**config.mk**
```make
export PLATFORM = sky130hd
export DESIGN_NAME = tx_lane_serializer
export DESIGN_NICKNAME = d
export VERILOG_FILES = /design/src/rtl/tx_lane_serializer.sv
export SDC_FILE = /design/constraint.sdc
export NUM_CORES = 1
export LEC_CHECK = 0
export ABC_CLOCK_PERIOD_IN_PS = 8620
export CAP_MARGIN = 10
export CORE_ASPECT_RATIO = 0.5
export CORE_UTILIZATION = 61
export DETAILED_ROUTE_END_ITERATION = 16
export GPL_TIMING_DRIVEN = 0
export PLACE_DENSITY = 0.85
export SLEW_MARGIN = 10
export SYNTH_ARGS = -nofsm -noshare
export SYNTH_HDL_FRONTEND = slang
export SYNTH_SLANG_ARGS = --single-unit
```
**constraint.sdc**
```tcl
create_clock -name i_clk -period 8.62 [get_ports i_clk]
set_clock_uncertainty 0.05 [all_clocks]
set_input_delay 2.155 -clock i_clk [delete_from_list [all_inputs] [get_ports i_clk]]
set_output_delay 2.155 -clock i_clk [all_outputs]
set_load 0.02 [all_outputs]
```
**src/rtl/tx_lane_serializer.sv**
```systemverilog
// rtl/tx_lane_serializer.sv - parallel-to-serial lane stage for encoded flits with one-entry hold
module tx_lane_serializer #(
  parameter int NSYM  = 4,
  parameter int LANES = 2
) (
  input  logic                  i_clk,
  input  logic                  i_rst,
  input  logic [NSYM*10-1:0]    i_enc_flit,
  input  logic                  i_start,
  input  logic [1:0]            i_comma_length_sel,
  output logic [LANES-1:0]      o_serial_out,
  output logic                  o_serial_valid,
  output logic                  o_done,
  output logic                  o_ready,
  output logic                  o_busy,
  output logic                  o_overrun
);

  localparam int FW   = NSYM * 10;
  localparam int BMAX = FW / LANES;
  localparam int CW   = $clog2(BMAX + 1);

  localparam logic [0:0] S_IDLE  = 1'b0;
  localparam logic [0:0] S_SHIFT = 1'b1;

  // Beats needed for a flit of the selected length; 11 falls back to full length.
  function automatic logic [CW-1:0] f_beats(input logic [1:0] sel);
    case (sel)
      2'b01:   f_beats = CW'(10 / LANES);
      2'b10:   f_beats = CW'(20 / LANES);
      default: f_beats = CW'(BMAX);
    endcase
  endfunction

  logic [0:0]    r_state;
  logic [FW-1:0] r_shift;
  logic [CW-1:0] r_cnt;
  logic [FW-1:0] r_hold_flit;
  logic [CW-1:0] r_hold_beats;
  logic          r_hold_valid;
  logic          r_overrun;

  logic          w_final;
  logic          w_ready;
  logic [CW-1:0] w_beats_in;

  // Last beat of the flit currently on the wire; this is the hand-off point.
  assign w_final    = (r_state == S_SHIFT) && (r_cnt == CW'(1));
  assign w_ready    = !r_hold_valid || w_final;
  assign w_beats_in = f_beats(i_comma_length_sel);

  assign o_serial_out   = (r_state == S_SHIFT) ? r_shift[LANES-1:0] : '0;
  assign o_serial_valid = (r_state == S_SHIFT);
  assign o_done         = w_final;
  assign o_ready        = w_ready;
  assign o_busy         = (r_state == S_SHIFT) || r_hold_valid;
  assign o_overrun      = r_overrun;

  // Shifter, beat counter, holding register and sticky overrun flag.
  always_ff @(posedge i_clk or posedge i_rst) begin
    if (i_rst) begin
      r_state      <= S_IDLE;
      r_shift      <= '0;
      r_cnt        <= '0;
      r_hold_flit  <= '0;
      r_hold_beats <= '0;
      r_hold_valid <= 1'b0;
      r_overrun    <= 1'b0;
    end else begin
      // A start that finds the hold occupied (and no drain this cycle) is lost.
      if (i_start && !w_ready) begin
        r_overrun <= 1'b1;
      end

      if (r_state == S_IDLE) begin
        if (i_start) begin
          r_shift <= i_enc_flit;
          r_cnt   <= w_beats_in;
          r_state <= S_SHIFT;
        end
      end else if (w_final) begin
        // Held flit has priority so flits leave in arrival order; a start on
        // this same cycle refills the hold as it drains.
        if (r_hold_valid) begin
          r_shift <= r_hold_flit;
          r_cnt   <= r_hold_beats;
          if (i_start) begin
            r_hold_flit  <= i_enc_flit;
            r_hold_beats <= w_beats_in;
          end else begin
            r_hold_valid <= 1'b0;
          end
        end else if (i_start) begin
          r_shift <= i_enc_flit;
          r_cnt   <= w_beats_in;
        end else begin
          r_state <= S_IDLE;
          r_shift <= '0;
          r_cnt   <= '0;
        end
      end else begin
        r_shift <= r_shift >> LANES;
        r_cnt   <= r_cnt - CW'(1);
        if (i_start && !r_hold_valid) begin
          r_hold_flit  <= i_enc_flit;
          r_hold_beats <= w_beats_in;
          r_hold_valid <= 1'b1;
        end
      end
    end
  end

endmodule

```
==> run metrics <==
status=finished, final reports clean; antenna violations before repair=0; Slowest-stage cell, CP=clkdlybuf4s50_1; maxcap violations=0; synthesis-stage register bit count=92; total area of multi-input combinational cells=about 0.0023 mm²; initial cell density of the core=0.646; post-synth top area share=0.472; via-per-instance ratio=approximately 6.3; row count=22; worst slew slack as a fraction of its limit=0.398; leading cell types by count after synthesis=dfrtp_1, nand2_1, nor2_1; reg-to-reg critical path endpoint=r_hold_flit[20]; maximum fanout count along the critical path=10; Total Nets Final=~600; sequential-to-total area share from yosys stat=0.472; critical path, cell by cell=clkbuf_1 > clkbuf_1 > clkbuf_1 > and2_1 > clkdlybuf4s50_1; number of buffers on the longest clock path=2; unrepaired setup endpoints after global routing=no; hold path depth=1; count of non-filler cells in the finished layout=661; routability congestion estimate from global placement=between 0.8 and 0.9; die height=around 65 µm; hold-fix buffers at CTS=0; maximum resistive drop on vdd=0.000159 V; number of global-route vias before repair=approximately 4000; crit-path leading delay family=buffers and inverters; Skew-Pair Late Insertion Delay=approximately 350 ps; Synth Instances=485; overall fraction of global-route tracks in use=0.309; most repeated library cell on the critical path=clkbuf_1; port buffer count=51; filler cell count=around 520; element type at the critical path end=output port; vias post-DR=around 4200; pins over their slew limit=0; cell depth of the worst flop-to-flop path=6; classification of the worst setup path=reg -> out; share of cells above drive strength 1=0.127; area occupied by registers=0.00230 mm²; synthesized cell area=around 0.0049 mm²; setup slack of the most critical reg-to-reg path=a little under 6000 ps; # setup viols final=0; HP Start=o_overrun; average wire length per cell after detail routing=approximately 18 µm; overflow left after global routing=0; average instance area after synthesis=between 10 and 15 µm²; total design power=1660 µW; clock tree from TritonCTS=done; area of the core=about 0.0075 mm²; biggest area consumer among synthesized cells=dfrtp_1; Worst Hold Path EP=o_overrun; H-Tree Depth=3; Detailed Routing Iterations Pass 1=5; most frequent cell after synthesis=dfrtp_1; Routed Antenna Nets=0; Critical path buffers and inverters=4; Pleak=0.00241 µW; number of synthesis warnings=0; cells resized by post-CTS repair=0; worst reg2reg path startpoint=r_cnt[1]; total power divided by cell area=286 mW/mm²; number of cells after detailed placement=around 650; Post-synth EDFFs=0; Final period util=0.567; share of async-settable or async-resettable flops after synthesis=1.00; antenna cell count=0; clock-pin slew reported for the worst setup and hold paths after clock tree synthesis=~60 ps; top post-synthesis cells by area=dfrtp_1, mux2_2, mux2i_1; boundary pin count=between 50 and 60; syn nets=between 500 and 600; Die Outline Area=roughly 0.0084 mm²; number of buffers created by CTS=9; Yosys cell types=38; Starting DRT DRC Count=395; HP Class=reg -> reg; hold slack final=414 ps; sort of element at the start of the critical path=flip-flop; maximum clock rate=around 0.20 GHz; cell at the root of the clock tree=clkbuf_16; actual transition at the worst max-transition pin=~900 ps; number of hold-slack violations in the final timing report=0; post-synthesis to final-layout area growth=19.3%; detailed placement HPWL=between 7 and 8 mm; ys flop type=dfrtp_1; post-CTS repair timing setup buffer count=0; post-detailed-routing wire length=12.1 mm; first-pass GRT wire length=19.5 mm; Worst Path Required=6420 ps; Clock Sinks=92; minimum clock period=just under 5000 ps; die width=about 130 µm; pin count of the biggest net entering global routing=55; Setup TNS=0 ps; drt drc=0; delay contributed by the slowest stage of the critical path=between 500 and 600 ps; arrival time worst endpoint=2680 ps
-- placed cells by master, fill, tap and decap left out, types with 2 or more instances in the layout --
cell	synthesis	routed
ha_1	4	4
inv_1	7	6
buf_6	4	4
buf_1	6	6
nor2_1	46	46
a211oi_1	40	40
and2_1	2	2
dfrtp_1	92	92
clkbuf_16	0	9
clkbuf_1	30	34
nand2_1	48	48
a31oi_1	2	2
o211ai_1	3	3
clkinv_2	0	2
clkdlybuf4s50_1	0	51
nand2b_1	2	2
mux2_2	43	43
o21ai_0	43	43
mux2i_1	43	43
a21oi_1	6	6
buf_2	4	4
o22ai_1	41	41
-- registers in the layout, indices dropped and copies added, names as in the netlist --
signal,flops
r_shift,40
o_serial_valid,1
o_overrun,1
r_cnt,5
r_hold_valid,1
r_hold_beats,4
r_hold_flit,40
-- per-stage QoR --
stage / setup WS, ps / utilization / area (µm²)
floorplan: 4020 / - / 4870
global placement: 2600 / 0.732 / 5520
detailed placement: 4180 / 0.736 / 5550
CTS: 3790 / 0.771 / 5810
global route: 3630 / 0.771 / 5810
finish: 3740 / 0.771 / 5810
-- worst register-to-register path, delay by kind of cell (launching register included) --
| family | cells | cell delay (ps) |
|---|---|---|
| mux | 2 | 1180 |
| buf+inv | 2 | 360 |
| simple gates | 1 | 510 |
| flops | 1 | 400 |
| fa+ha+maj | 1 | 210 |
-- logic make-up (layout without fill, tap and decap cells) --
logic type / after synthesis / in the layout / synth area share
flip-flops: 92 / 92 / 0.472
AO/OA/AOI/OAI: 141 / 141 / 0.182
multiplexers: 87 / 87 / 0.190
AND/OR/NAND/NOR: 109 / 109 / 0.0970
XOR/XNOR: 1 / 1 / 0.00180
adder cells (fa/ha/maj): 4 / 4 / 0.0103
buffers and inverters: 51 / 119 / 0.0465
-- report_power, final --
part / switching, µW / internal, µW
Clock: 158 / 203
Sequential: 116 / 626
Combinational: 272 / 288
Total: 547 / 1120
-- worst max path at each step --
| stage | start | to | slack (ps) | cells after the start |
|---|---|---|---|---|
| 2_1_floorplan | i_rst | o_overrun | 4020 | 1 |
| 3_3_place_gp | i_rst | r_shift[33] | 2600 | 2 |
| 3_5_place_dp | r_cnt[1] | o_ready | 4180 | 6 |
| 4_1_cts | o_serial_valid | o_serial_out[0] | 3790 | 5 |
| 5_1_grt | o_serial_valid | o_serial_out[0] | 3630 | 5 |
| 6_report | o_serial_valid | o_serial_out[0] | 3740 | 5 |
-- layout make-up --
class                           instances  share of cell area
Inverter                                7             0.00495
Tap cell                              108              0.0232
Timing Repair Buffer                   52              0.0925
Clock buffer                           14              0.0437
Buffer                                 44              0.0344
Multi-Input combinational cell        342               0.403
Sequential cell                        92               0.396
Clock inverter                          2             0.00172
-- metal layers --
metal	vias up	routed length (µm)	GRT usage	share of wire
met5	-	0	0	0
met4	0	172	0.0912	0.014
met3	21	821	0.0700	0.068
met2	180	5620	0.510	0.47
met1	2069	5450	0.412	0.45
li1	1897	-	-	-
Note: power is estimated with default switching activity, not from simulation.
